**config.mk**
```make
export PLATFORM = sky130hd
export DESIGN_NAME = ram_port_arb
export DESIGN_NICKNAME = d
export VERILOG_FILES = /design/src/rtl/ram_port_arb.sv
export SDC_FILE = /design/constraint.sdc
export NUM_CORES = 1
export LEC_CHECK = 0
export ABC_CLOCK_PERIOD_IN_PS = 9850
export CORE_AREA = 2 2 221 223
export DETAILED_ROUTE_END_ITERATION = 6
export DIE_AREA = 0 0 223 225
export REMOVE_ABC_BUFFERS = 1
export SKIP_LAST_GASP = 1
export SLEW_MARGIN = 25
export SYNTH_ARGS = -nofsm -noshare
export SYNTH_HDL_FRONTEND = slang
export SYNTH_SLANG_ARGS = --single-unit
```
**constraint.sdc**
```tcl
create_clock -name clk -period 9.85 [get_ports clk]
set_clock_uncertainty 0.2 [all_clocks]
set_input_delay 1.4775 -clock clk [delete_from_list [all_inputs] [get_ports clk]]
set_output_delay 1.4775 -clock clk [all_outputs]
set_load 0.005 [all_outputs]
```
**src/rtl/ram_port_arb.sv**
```systemverilog
// Round-robin sharing of one 1R1W registered-read RAM among NUM_PORT requesters.
// Define RAM_PORT_ARB_BYPASS_EN to forward same-cycle same-address write data to the read.
module ram_port_arb #(
  parameter int NUM_PORT   = 4,
  parameter int ADDR_WIDTH = 10,
  parameter int DATA_WIDTH = 64
) (
  input  logic                             clk,
  input  logic                             rst_n,
  input  logic [NUM_PORT-1:0]              rd_req,
  input  logic [NUM_PORT*ADDR_WIDTH-1:0]   rd_addr,
  output logic [NUM_PORT-1:0]              rd_gnt,
  output logic [NUM_PORT-1:0]              rd_data_vld,
  output logic [DATA_WIDTH-1:0]            rd_data,
  input  logic [NUM_PORT-1:0]              wr_req,
  input  logic [NUM_PORT*ADDR_WIDTH-1:0]   wr_addr,
  input  logic [NUM_PORT*DATA_WIDTH-1:0]   wr_data,
  output logic [NUM_PORT-1:0]              wr_gnt,
  output logic                             ram_read_en,
  output logic [ADDR_WIDTH-1:0]            ram_addr_r,
  output logic                             ram_write_en,
  output logic [ADDR_WIDTH-1:0]            ram_addr_w,
  output logic [DATA_WIDTH-1:0]            ram_data_in,
  input  logic [DATA_WIDTH-1:0]            ram_data_out
);

  localparam int PTR_W = (NUM_PORT > 1) ? $clog2(NUM_PORT) : 1;

  logic [PTR_W-1:0]      rd_ptr_q, rd_ptr_d;
  logic [PTR_W-1:0]      wr_ptr_q, wr_ptr_d;
  logic [NUM_PORT-1:0]   tag_q;
  logic [DATA_WIDTH-1:0] rd_word;

  logic [ADDR_WIDTH-1:0] rd_addr_m [NUM_PORT];
  logic [ADDR_WIDTH-1:0] wr_addr_m [NUM_PORT];
  logic [DATA_WIDTH-1:0] wr_data_m [NUM_PORT];

  // Search starts one past the last winner, so the last winner has lowest priority.
  function automatic logic [NUM_PORT-1:0] rr_grant(input logic [NUM_PORT-1:0] req,
                                                   input logic [PTR_W-1:0]    ptr);
    logic [NUM_PORT-1:0] g;
    logic                found;
    int                  idx;
    g     = '0;
    found = 1'b0;
    for (int k = 1; k <= NUM_PORT; k++) begin
      idx = (int'(ptr) + k) % NUM_PORT;
      if (!found && req[idx]) begin
        g[idx] = 1'b1;
        found  = 1'b1;
      end
    end
    return g;
  endfunction

  function automatic logic [PTR_W-1:0] oh_idx(input logic [NUM_PORT-1:0] oh);
    logic [PTR_W-1:0] r;
    r = '0;
    for (int k = 0; k < NUM_PORT; k++) begin
      if (oh[k]) r = PTR_W'(k);
    end
    return r;
  endfunction

  assign rd_gnt       = rst_n ? rr_grant(rd_req, rd_ptr_q) : '0;
  assign wr_gnt       = rst_n ? rr_grant(wr_req, wr_ptr_q) : '0;
  assign ram_read_en  = |rd_gnt;
  assign ram_write_en = |wr_gnt;

  assign rd_ptr_d = ram_read_en  ? oh_idx(rd_gnt) : rd_ptr_q;
  assign wr_ptr_d = ram_write_en ? oh_idx(wr_gnt) : wr_ptr_q;

  // Grants are one-hot (or zero), so masking each port and OR-ing forms the mux.
  genvar gi;
  generate
    for (gi = 0; gi < NUM_PORT; gi++) begin : g_port_mask
      assign rd_addr_m[gi] = rd_addr[gi*ADDR_WIDTH +: ADDR_WIDTH] & {ADDR_WIDTH{rd_gnt[gi]}};
      assign wr_addr_m[gi] = wr_addr[gi*ADDR_WIDTH +: ADDR_WIDTH] & {ADDR_WIDTH{wr_gnt[gi]}};
      assign wr_data_m[gi] = wr_data[gi*DATA_WIDTH +: DATA_WIDTH] & {DATA_WIDTH{wr_gnt[gi]}};
    end
  endgenerate

  always_comb begin
    ram_addr_r  = '0;
    ram_addr_w  = '0;
    ram_data_in = '0;
    for (int k = 0; k < NUM_PORT; k++) begin
      ram_addr_r  = ram_addr_r  | rd_addr_m[k];
      ram_addr_w  = ram_addr_w  | wr_addr_m[k];
      ram_data_in = ram_data_in | wr_data_m[k];
    end
  end

  always_ff @(posedge clk) begin
    if (!rst_n) begin
      rd_ptr_q <= PTR_W'(NUM_PORT - 1);
      wr_ptr_q <= PTR_W'(NUM_PORT - 1);
      tag_q    <= '0;
    end else begin
      rd_ptr_q <= rd_ptr_d;
      wr_ptr_q <= wr_ptr_d;
      tag_q    <= rd_gnt;
    end
  end

`ifdef RAM_PORT_ARB_BYPASS_EN
  logic                  byp_vld_q;
  logic [DATA_WIDTH-1:0] byp_data_q;

  always_ff @(posedge clk) begin
    if (!rst_n) begin
      byp_vld_q  <= 1'b0;
      byp_data_q <= '0;
    end else begin
      byp_vld_q  <= ram_read_en & ram_write_en & (ram_addr_r == ram_addr_w);
      byp_data_q <= ram_data_in;
    end
  end

  assign rd_word = byp_vld_q ? byp_data_q : ram_data_out;
`else
  assign rd_word = ram_data_out;
`endif

  // A response in flight when reset arrives is dropped in that same cycle.
  assign rd_data_vld = tag_q & {NUM_PORT{rst_n}};
  assign rd_data     = (|rd_data_vld) ? rd_word : '0;

endmodule

```
## Word level (Yosys, flattened, before mapping)

Index checks and enable logic that the tools add are counted.
Widths: inputs -> output; s select.

- Bits of input ports: 410
- Register bits: 8
- Output and inout bits: 162
- Logic and storage cells: 157

- Mux-type cells: 63
- Add/subtract/negate cells: 8
- Reductions and logical operators: 31
- Bitwise logic cells: 36
- Order comparisons: 16

Operator list:

| kind | count |
|---|---|
| $and 64x64->64 | 4 |
| $or 64x64->64 | 3 |
| $and 10x10->10 | 8 |
| $mux 64 | 1 |
| $or 10x10->10 | 6 |
| $mux 4 | 10 |
| $lt 3x4->1 const B | 8 |
| $mux 1 | 32 |
| $ge 3x1->1 const B | 8 |
| $or 4x4->4 | 6 |
| $bmux 1 s2 | 8 |
| $demux 1 s2 | 8 |
| $reduce_or 2->1 | 8 |
| $logic_and 1x1->1 | 14 |
| $reduce_or 4->1 | 3 |
| $add 2x1->2 const B | 4 |
| $add 2x2->2 const B | 4 |
| $and 1x1->1 const A | 8 |
| $mux 2 | 4 |
| $logic_not 1->1 | 6 |
| $and 4x4->4 | 1 |

## Longest topological paths before layout

- Depth in word-level cells: 21
- Mapped depth: 12
- Mapped depth without buffers: 8

## Worst setup path before layout

Ideal clock, no wire load.

- Kind: input-to-output
- From: input rd_req[0]
- To: output ram_addr_r[2]
- Path slack: 4.906 ns
- Data required time: 8.173 ns
- Arrival time: 3.266 ns
- Stages: 7
- Buffers on the path: 1
- Cells stage by stage: mux4_2 nor2b_1 a221o_1 a22o_1 buf_6 a32o_1 a221o_1

- Longest elaborated chain between the ends: 18
- Elaborated cells on any way between the ends: 36
- Those cells by class: 20 x mux; 10 x bitwise; 6 x reduce/logical

RTL lines:

| item | RTL line | text |
|---|---|---|
| start, declared | 10 | `input logic [NUM_PORT-1:0] rd_req,` |
| $bmux 1 s2 | 48 | `if (!found && req[idx]) begin` |
| $mux 1 (not written as such) (2 in series) | 48 |  |
| $mux 1 | 48 |  |
| $logic_not 1->1 | 48 |  |
| $logic_and 1x1->1 | 48 |  |
| $mux 1 | 48 |  |
| $logic_not 1->1 | 48 |  |
| $logic_and 1x1->1 | 48 |  |
| $mux 1 | 48 |  |
| $logic_not 1->1 | 48 |  |
| $logic_and 1x1->1 | 48 |  |
| $mux 4 * | 48 |  |
| $mux 4 * | 65 | `assign rd_gnt = rst_n ? rr_grant(rd_req, rd_ptr_q) : '0;` |
| $and 10x10->10 | 77 | `assign rd_addr_m[gi] = rd_addr[gi*ADDR_WIDTH +: ADDR_WIDTH] & {ADDR_WIDTH{rd_gnt[gi]}};` |
| $or 10x10->10 (2 in series) | 88 | `ram_addr_r = ram_addr_r \| rd_addr_m[k];` |
| $or 10x10->10 * | 88 |  |
| end, declared | 20 | `output logic [ADDR_WIDTH-1:0] ram_addr_r,` |

Mark *: on every way between the ends. The rest lies on a longest branch, timed or not. The select of a mux whose other input is x is not followed.

## Worst setup path in the final report

- From: input wr_req[2]
- To: output ram_data_in[37]

- Longest elaborated chain between the ends: 18
- Elaborated cells on any way between the ends: 36
- Those cells by class: 20 x mux; 10 x bitwise; 6 x reduce/logical

RTL lines:

| item | RTL line | text |
|---|---|---|
| start, declared | 15 | `input logic [NUM_PORT-1:0] wr_req,` |
| $bmux 1 s2 | 48 |  |
| $mux 1 (not written as such) (2 in series) | 48 |  |
| $mux 1 | 48 |  |
| $logic_not 1->1 | 48 |  |
| $logic_and 1x1->1 | 48 |  |
| $mux 1 | 48 |  |
| $logic_not 1->1 | 48 |  |
| $logic_and 1x1->1 | 48 |  |
| $mux 1 | 48 |  |
| $logic_not 1->1 | 48 |  |
| $logic_and 1x1->1 | 48 |  |
| $mux 4 * | 48 |  |
| $mux 4 * | 66 | `assign wr_gnt = rst_n ? rr_grant(wr_req, wr_ptr_q) : '0;` |
| $and 64x64->64 | 79 | `assign wr_data_m[gi] = wr_data[gi*DATA_WIDTH +: DATA_WIDTH] & {DATA_WIDTH{wr_gnt[gi]}};` |
| $or 64x64->64 (2 in series) | 90 | `ram_data_in = ram_data_in \| wr_data_m[k];` |
| $or 64x64->64 * | 90 |  |
| end, declared | 23 | `output logic [DATA_WIDTH-1:0] ram_data_in,` |

Marked as above.

==> impl_metrics.env <==
export IMPL_synth_async_reset_ratio=0
export IMPL_synth_cell_types=36
export IMPL_slew_violations=0
export IMPL_critical_path_arrival_ns=5.34
export IMPL_drcViolationCount=0
export IMPL_hold_path_class="flip-flop to flip-flop"
export IMPL_cp_required_ns=8.17
export IMPL_synth_seq_cells=8
export IMPL_rsz0062_at_grt="false"
export IMPL_path_class="primary input to output pin"
export IMPL_syn_inst=482
export IMPL_synth_edf_count=0
export IMPL_hold_ws_ns=0.505
export IMPL_cts_tree="yes"
export IMPL_ir_worst_vdd_v=0.0000761
export IMPL_cts_sinks=8
export IMPL_die_area_sq_um=50200
export IMPL_finalSetupTns_ns=0
export IMPL_avgRoutedWirePerCell_um=19.4
export IMPL_grt_start_max_net_pins=75
export IMPL_gp_congestion=0.981
export IMPL_layout_nets=1427
export IMPL_cap_violations=0
export IMPL_final_setup_viol_count=0
export IMPL_ctsRootBufferMaster="clkbuf_16"
export IMPL_clk_latency_ns=0.23
export IMPL_antenna_found_initial=7
export IMPL_synthFlopType="dfxtp_1"
export IMPL_die_x_um=223
export IMPL_clk_pin_slew_worst_paths_ns=0.04
export IMPL_final_common_cell="clkdlybuf4s50_1"
export IMPL_fp_dieH_um=225
export IMPL_hold_violations=0
export IMPL_clock_path_buffers=2
export IMPL_via_count=6470
export IMPL_row_count=80
export IMPL_final_instance_count_excl_fill=1615
export IMPL_worst_slew_pin_slew_ns=0.916
export IMPL_dpl_hpwl_um=25800
export IMPL_grtUsageTotal=0.114
export IMPL_grt_pass1_wl_um=42900
export IMPL_fin_util=0.207
export IMPL_busiest_layer="met2"
export IMPL_cts_buffers=3
export IMPL_syn_to_final_growth_pct=182
export IMPL_p_per_area_nw_per_um2=174
export IMPL_fmax_mhz=143
export IMPL_synth_area_sq_um=3480
export IMPL_cts_htree_levels=1
export IMPL_status="finished, final reports clean"
export IMPL_drt_total_wl_um=31300
export IMPL_grt_overflow=0
export IMPL_dr_pass1_iters=5
export IMPL_avgSynthCellArea_sq_um=7.23
export IMPL_grt_util_met2=0.199
export IMPL_grt_pass1_vias=6500
export IMPL_cp_end_kind="output pin"
export IMPL_vias_per_cell=4.01
export IMPL_met3_usage=0.0368
export IMPL_postCtsHoldBufs=0
export IMPL_pin_count=572
export IMPL_antenna_left=0
export IMPL_p_leak_nw=3.47
export IMPL_placed_cells=1611
export IMPL_drt_initial_drc_count=300
export IMPL_layout_common_cells="570 x clkdlybuf4s50_1, 148 x a32oi_1, 80 x nand2_1, 67 x nor2b_1, 16 x ha_1"
export IMPL_grt_met1_usage=0.136
export IMPL_core_area_sq_um=47500
export IMPL_min_period_over_period=0.712
export IMPL_yosysSeqAreaShare=0.0460
export IMPL_cp_max_fo=45
export IMPL_relSlewSlack=0.389
export IMPL_start_util=0.0733
export IMPL_layout_drive_gt1_share=0.0270
export IMPL_post_cts_buffers=0
export IMPL_io_buffers=571
export IMPL_crit_path_start_kind="primary input"
export IMPL_post_route_min_period_ns=7.01
export IMPL_cts_resized=0
export IMPL_yosys_warnings=0
final timing paths:
kind	depth (start not counted)	slack [ns]	end	from
max	9	2.84	ram_data_in[37]	wr_req[2]
min reg2reg	1	0.51	wr_ptr_q[1]	wr_ptr_q[1]
max reg2reg	9	6.13	wr_ptr_q[1]	wr_ptr_q[0]
min	1	0.51	wr_ptr_q[1]	wr_ptr_q[1]
per-layer routing:
metal | share of wire | vias up
li1 | - | 3016
met1 | 0.40 | 3081
met2 | 0.50 | 337
met3 | 0.083 | 30
met4 | 0.016 | 6
met5 | 0.0011 | -
sequential cells by signal, indices dropped and copies added, names as in the netlist:
register  cells
tag_q         4
wr_ptr_q      2
rd_ptr_q      2
critical path, stage by stage:
cell	delay, ns
clkdlybuf4s50_1	0.49
and3b_1	0.25
a21oi_1	0.05
o41ai_1	0.68
a221o_2	0.85
buf_4	0.58
a32oi_1	0.26
nand2_1	0.14
clkdlybuf4s50_1	0.51
cell usage after synthesis, types with 2 or more instances:
library cell / count / share of area
a21oi_1: 8 / 0.011
a221o_1: 16 / 0.046
a22o_1: 2 / 0.0050
a32o_1: 11 / 0.032
a32oi_1: 148 / 0.37
and2_1: 12 / 0.022
and3b_1: 2 / 0.0050
buf_1: 8 / 0.0086
buf_2: 14 / 0.020
buf_6: 3 / 0.0097
clkbuf_1: 40 / 0.043
dfxtp_1: 8 / 0.046
ha_1: 16 / 0.057
inv_1: 8 / 0.0086
mux4_2: 7 / 0.045
nand2_1: 80 / 0.086
nand3b_1: 3 / 0.0065
nor2_1: 5 / 0.0054
nor2b_1: 67 / 0.12
nor3_1: 5 / 0.0072
nor3b_1: 2 / 0.0043
o21ai_0: 2 / 0.0029
or4_1: 2 / 0.0043
per-stage QoR:
stage / instance area (sq um) / power, W / worst slack, ns
floorplan: 3200 / 0.000692 / 1.78
global placement: 9750 / 0.00164 / 2.96
detailed placement: 9750 / 0.00165 / 2.81
CTS: 9830 / 0.00173 / 2.83
global route: 9830 / 0.00184 / 2.54
finish: 9830 / 0.00171 / 2.84
cell families (layout without fill, tap and decap cells):
group	after synthesis	count (layout)	synth area share
buf+inv	73	590	0.0902
fa+ha+maj	16	16	0.0575
flops	8	8	0.0460
other cells	0	1	0
compound gates	196	196	0.493
mux	7	7	0.0453
simple gates	182	182	0.268
layout make-up:
class                   count  area, sq um
flip-flops and latches      8          160
well taps                 615          769
fillers                  5215        37700
repair buffers            579         5770
diodes                      1         2.50
clock buffers               3         75.1
inverters                   8         30.0
multi-input cells         401         3020
power breakdown:
| part | internal [W] | switching (W) | leakage, nW | total (W) |
|---|---|---|---|---|
| logic | 0.000870 | 0.000708 | 3.37 | 0.00158 |
| clock network | 0.0000527 | 0.0000191 | 0.0370 | 0.0000718 |
| registers | 0.0000455 | 0.0000187 | 0.0661 | 0.0000641 |
| total | 0.000968 | 0.000746 | 3.47 | 0.00171 |
Power figures use the tool's default switching activity.
